File: src/rtl/logic_iter_ctrl.sv
// Iterative 8-bit logic engine: applies AND/OR/XOR/NOT to an accumulator
// cmd_count times, then holds the result until the consumer takes it.
module logic_iter_ctrl #(
  parameter int CNT_W = 4
) (
  input  logic             clk,
  input  logic             rst,
  input  logic             cmd_valid,
  output logic             cmd_ready,
  input  logic [1:0]       cmd_op,
  input  logic [7:0]       cmd_a,
  input  logic [7:0]       cmd_b,
  input  logic [CNT_W-1:0] cmd_count,
  output logic             res_valid,
  input  logic             res_ready,
  output logic [7:0]       res_data,
  output logic             busy
);

  typedef enum logic [1:0] {
    S_IDLE = 2'b00,
    S_RUN  = 2'b01,
    S_DONE = 2'b10
  } state_t;

  localparam logic [CNT_W-1:0] REM_ZERO = '0;
  localparam logic [CNT_W-1:0] REM_ONE  = CNT_W'(1);

  state_t           state_q, state_d;
  logic [7:0]       acc_q, acc_d;
  logic [7:0]       b_q, b_d;
  logic [1:0]       op_q, op_d;
  logic [CNT_W-1:0] rem_q, rem_d;
  logic             accept;

  function automatic logic [7:0] apply_op(input logic [1:0] op,
                                          input logic [7:0] acc,
                                          input logic [7:0] b);
    case (op)
      2'b00:   apply_op = acc & b;
      2'b01:   apply_op = acc | b;
      2'b10:   apply_op = acc ^ b;
      default: apply_op = ~acc;
    endcase
  endfunction

  assign accept = (state_q == S_IDLE) && cmd_valid;

  // Reset wins over any handshake on the same edge.
  always_ff @(posedge clk) begin
    if (rst) begin
      state_q <= S_IDLE;
      acc_q   <= '0;
      b_q     <= '0;
      op_q    <= '0;
      rem_q   <= '0;
    end else begin
      state_q <= state_d;
      acc_q   <= acc_d;
      b_q     <= b_d;
      op_q    <= op_d;
      rem_q   <= rem_d;
    end
  end

  always_comb begin
    state_d = state_q;
    case (state_q)
      S_IDLE: if (accept) state_d = (cmd_count != REM_ZERO) ? S_RUN : S_DONE;
      S_RUN:  if (rem_q == REM_ONE) state_d = S_DONE;
      S_DONE: if (res_ready) state_d = S_IDLE;
      default: state_d = S_IDLE;
    endcase
  end

  always_comb begin
    acc_d = acc_q;
    b_d   = b_q;
    op_d  = op_q;
    rem_d = rem_q;
    if (accept) begin
      acc_d = cmd_a;
      b_d   = cmd_b;
      op_d  = cmd_op;
      rem_d = cmd_count;
    end else if (state_q == S_RUN) begin
      acc_d = apply_op(op_q, acc_q, b_q);
      // Saturate at zero so a stray RUN cycle can never wrap the counter.
      if (rem_q != REM_ZERO) rem_d = rem_q - REM_ONE;
    end
  end

  always_comb begin
    cmd_ready = (state_q == S_IDLE);
    res_valid = (state_q == S_DONE);
    busy      = (state_q != S_IDLE);
  end

  assign res_data = acc_q;

endmodule
File: config.mk
export PLATFORM = sky130hd
export DESIGN_NAME = logic_iter_ctrl
export DESIGN_NICKNAME = d
export VERILOG_FILES = /design/src/rtl/logic_iter_ctrl.sv
export SDC_FILE = /design/constraint.sdc
export NUM_CORES = 1
export LEC_CHECK = 0
export CAP_MARGIN = 20
export CORE_MARGIN = 10
export CORE_UTILIZATION = 30
export DETAILED_ROUTE_END_ITERATION = 10
export SLEW_MARGIN = 10
export SYNTH_ARGS = -nofsm -noshare
export SYNTH_HDL_FRONTEND = slang
export SYNTH_SLANG_ARGS = --single-unit
File: constraint.sdc
create_clock -name clk -period 1.6 [get_ports clk]
set_input_delay 0.48 -clock clk [delete_from_list [all_inputs] [get_ports clk]]
set_output_delay 0.48 -clock clk [all_outputs]
set_load 0.05 [all_outputs]
**Word-level counts from Yosys, hierarchy flattened**

Index checks and enable logic that the tools add are counted.

- Output and inout bits: 11
- Flip-flop bits (word level): 24
- Input bits: 26
- Word-level logic and storage cells: 39

- Bitwise operators: 4
- Add/sub/neg operators: 1
- Multiplexer cells: 11
- Equality and inequality tests: 8
- Reductions and logical operators: 10

Operator list:

| operator | count |
|---|---|
| $pmux W8 S3 | 1 |
| $mux W8 | 2 |
| $mux W4 | 3 |
| $and A8 B8 Y8 | 1 |
| $mux W2 | 4 |
| $not A8 Y8 | 1 |
| $or A8 B8 Y8 | 1 |
| $reduce_bool A4 Y1 | 2 |
| $xor A8 B8 Y8 | 1 |
| $pmux W2 S3 | 1 |
| $reduce_bool A2 Y1 | 3 |
| $eq A2 B1 Y1 const B | 2 |
| $eq A2 B2 Y1 const B | 2 |
| $eq A4 B1 Y1 const B | 1 |
| $logic_not A2 Y1 | 2 |
| $ne A2 B1 Y1 const B | 2 |
| $sub A4 B1 Y4 const B | 1 |
| $reduce_and A3 Y1 | 1 |
| $ne A2 B2 Y1 const B | 1 |
| $reduce_and A2 Y1 | 1 |
| $logic_and A1 B1 Y1 | 1 |

**Depth between registers and ports, before layout**

- Word-level depth: 4
- Gate-level depth with buffers: 6
- Mapped depth without buffers: 5

**Least setup slack after synthesis**

Ideal clock, no wire load.

- Path type: flip-flop to flip-flop
- Start: reg state_q[0]
- End: reg rem_q[3]
- Setup slack: -0.226 ns
- Arrival time: 1.740 ns
- Buffers on the path: 1
- Clock period less this slack: 1.826 ns
- Stages on the path, launching flop included: 7
- Data required time: 1.514 ns
- Library setup time: 0.086 ns
- Cell sequence: dfxtp_1 -> buf_2 -> inv_1 -> nand2_1 -> inv_1 -> a32o_1 -> a221oi_2

- Cells in the longest elaborated chain, start to end: 4
- Elaborated cells on any way between the ends: 7
- Those cells by class: eq/ne: 1; mux: 1; reduce/logical: 5

Ends and longest elaborated chain:

| item | RTL line | RTL |
|---|---|---|
| from (decl) | 29 | `state_t state_q, state_d;` |
| from (signal assigned) | 58 | `state_q <= state_d;` |
| $logic_not A2 Y1 (*) | n/a |  |
| named net cmd_ready | 9 | `output logic cmd_ready,` |
| $logic_and A1 B1 Y1 (*) | 47 | `assign accept = (state_q == S_IDLE) && cmd_valid;` |
| $reduce_bool A2 Y1 (no line) | n/a |  |
| $reduce_and A2 Y1 (no line) | n/a |  |
| to (signal assigned) | 62 | `rem_q <= rem_d;` |
| to (decl) | 33 | `logic [CNT_W-1:0] rem_q, rem_d;` |

Mark *: on every way through the listed nets, which the timed path passes. The rest lies on a longest branch.
A chain may end at the register's enable or synchronous reset.

**Final worst setup path**

- Start: reg state_q[0]
- End: out cmd_ready

- Cells in the longest elaborated chain, start to end: 1

Ends and longest elaborated chain:

| item | RTL line | RTL |
|---|---|---|
| $logic_not A2 Y1 | 94 | `cmd_ready = (state_q == S_IDLE);` |
| to (decl) | 9 |  |

No other way between the ends.

==> results.toml <==
[run_status]
outcome = "completed"

[run]
drv_cap = 0

[clock_network]
insertion_delay_ns = 0.27
path_clk_slew_ns = 0.09
clock_sinks = 24
cts_buffer_depth = 2
cts-root-buf = "clkbuf_8"
tritoncts = "yes"
htree_levels = 1
cts_made_buffers = 3

[logic_synthesis]
synth_top_area_share_pct = 28.7
syn-num-nets = 246
synth-edff-count = 0
ys.flop_type = "dfxtp_1"
synthDistinctLibCells = 41
ys_warn_count = 0
synth_top_cell_by_area = "dfxtp_1"
ys_ff_latch = 24
synthArstFlopShare_pct = 0
synth-seq-area-share_pct = 28.7
avgSynthCellArea_um2 = 8.32
yosys-top-cells-area = "dfxtp_1 29%, ha_1 14%, inv_1 7.2%"
yosysMostFrequentCell = "inv_1"
synthesis.area_um2 = 1670
synthCells = 201
synth_common_cells = "32 x inv_1, 27 x nand2_1, 24 x dfxtp_1, 19 x ha_1, 13 x a21oi_1"

[detailed_routing]
drc_errors = 0
first_iter_violations = 79
dr.pass1.iters = 4
antenna_left = 0
totalWireLength_mm = 4.50
post_drt_wl_per_cell_um = 13.7
vias = 1588
drt-vias-per-instance = 4.83

[worst_hold_path]
hold_path_class = "register to register"
worstHoldPathCells = 2

[setup_path]
startpoint_type = "register"
path_class = "register to primary output"
r2r_cells = 5
crit_required_ns = 1.12
crit_buf_inv = 3
worstPathArrival_ns = 1.07
cp_top_family = "flip-flops"
path_cells = "inv_2 -> nand2_4 -> clkinvlp_4 -> buf_8"
crit_slowest_cell = "dfxtp_4"
cp_max_fo = 7
worst-path-stages = 4
end_kind = "primary output"
slowest_delay_ns = 0.40

[floorplanning]
dieArea_um2 = 8960
design.core.area_um2 = 5470
fp.dieH_um = 94.7
die_w_um = 94.7
ios = 37
initial_core_util_pct = 30.6
rows = 27

[global_routing]
grt_usage_pct = 10.3
grt_max_degree = 14
grt_pass1_wl_mm = 7.57
antenna_found_initial = 0
overflow = 0
grt_pass1_vias = 1657

[sta]
fin_crit_ns = 1.55
slew_headroom_pct = 72.4
fmax_ghz = 0.644
worst_clock_skew_ns = 0.00289
finalHoldViolCount = 0
fin_setup_tns_ns = 0
hold_ws_ns = 0.478
period_share_pct = 97.1
slew_viol_final = 0
layout_setup_ws_ns = 0.0471
rsz0062_at_grt = "no"
setup_viol = 0
tightest_slew_ns = 0.415

[placement]
io_buffers = 36
dp_slack_ns = -0.373
dp_hpwl_mm = 3.63
placed_cell_area_um2 = 2410
gp_congestion = 0.806

[cells_and_area]
drive_gt1_share_pct = 25.7
n_antenna_cell = 0
fin_util_pct = 46.0
design_area_um2 = 2520
area_growth_pct = 50.6
fin_nets = 303

[power]
leakage_nw = 0.999
ir_drop_uv = 429
cellPowerDensity_nw_per_um2 = 967
where the power goes:
group / switching, mW / leakage [nW] / total [mW] / internal (mW)
clock: 0.203 / 0.0288 / 0.423 / 0.220
combinational: 0.590 / 0.769 / 1.20 / 0.606
sequential: 0.119 / 0.201 / 0.817 / 0.698
total: 0.912 / 0.999 / 2.44 / 1.52
cell type report:
| cell class | instances | area [um^2] |
|---|---|---|
| clock buffer | 4 | 55.1 |
| fill | 570 | 2950 |
| inverter | 33 | 128 |
| multi-input combinational | 131 | 1040 |
| sequential | 24 | 495 |
| tap | 72 | 90.1 |
| timing repair buffer | 65 | 714 |
kinds of logic after synthesis:
logic type / after synthesis / share of synthesized area (%)
and+or+nand+nor: 56 / 16.5
AOI/OAI and AO/OA: 49 / 21.5
buffers and inverters: 46 / 11.1
DFF: 24 / 28.7
adders and majority gates: 19 / 14.2
muxes: 7 / 7.93
per-layer routing:
| layer | track usage [%] | wire (um) | part of all wire [%] |
|---|---|---|---|
| met1 | 11.5 | 1890 | 42 |
| met2 | 18.2 | 2230 | 50 |
| met3 | 3.57 | 307 | 6.8 |
| met4 | 2.49 | 70 | 1.6 |
| met5 | 0 | 0 | 0 |
cell usage in the layout, fill, tap and decap left out, types with 3 or more instances in the layout:
master	Yosys	layout
nand2_1	27	26
clkdlybuf4s50_1	0	24
dfxtp_1	24	16
o211ai_1	4	4
nor2b_1	9	8
inv_1	32	29
a21oi_1	13	13
mux4_2	5	5
ha_1	19	19
dfxtp_2	0	6
nand2b_1	4	4
clkbuf_8	0	4
nor2_1	7	7
o21ai_0	5	5
buf_12	0	12
buf_4	1	25
a211o_1	3	3
a32oi_1	5	5
worst register-to-register path: cells and delay by family (launching register included):
family          cells  cell delay, ns
flops               1            0.40
simple gates        1            0.18
buf+inv             1            0.08
compound gates      2            0.35
fa+ha+maj           1            0.31
state kept, by name, summed over array words and instances (netlist names):
signal and count:
b_q 8, res_data 8, state_q 2, rem_q 4, op_q 2
repair_timing:
action / 4_1_cts / 5_1_grt
setup buffers: 0 / 2
endpoints found under the hold margin: 0 / 0
cloned: 0 / 0
resized for setup: 8 / 7
pin swaps: 0 / 1
setup endpoints to repair: 20 / 2
hold buffers: 0 / 0
path summary, 6_finish.rpt:
kind	from	slack (ns)	endpoint
worst min-delay path	b_q[6]	0.48	b_q[6]
worst max-delay path	state_q[0]	0.05	cmd_ready
worst max register to register	res_data[3]	0.17	res_data[3]
worst min register to register	b_q[6]	0.48	b_q[6]
metrics by stage:
step	instances	power (mW)
3_3_place_gp	323	1.94
5_1_grt	329	2.60
2_1_floorplan	201	1.47
4_1_cts	327	2.42
6_report	329	2.44
3_5_place_dp	323	1.97
No activity file was read; power rests on OpenSTA's default activity.
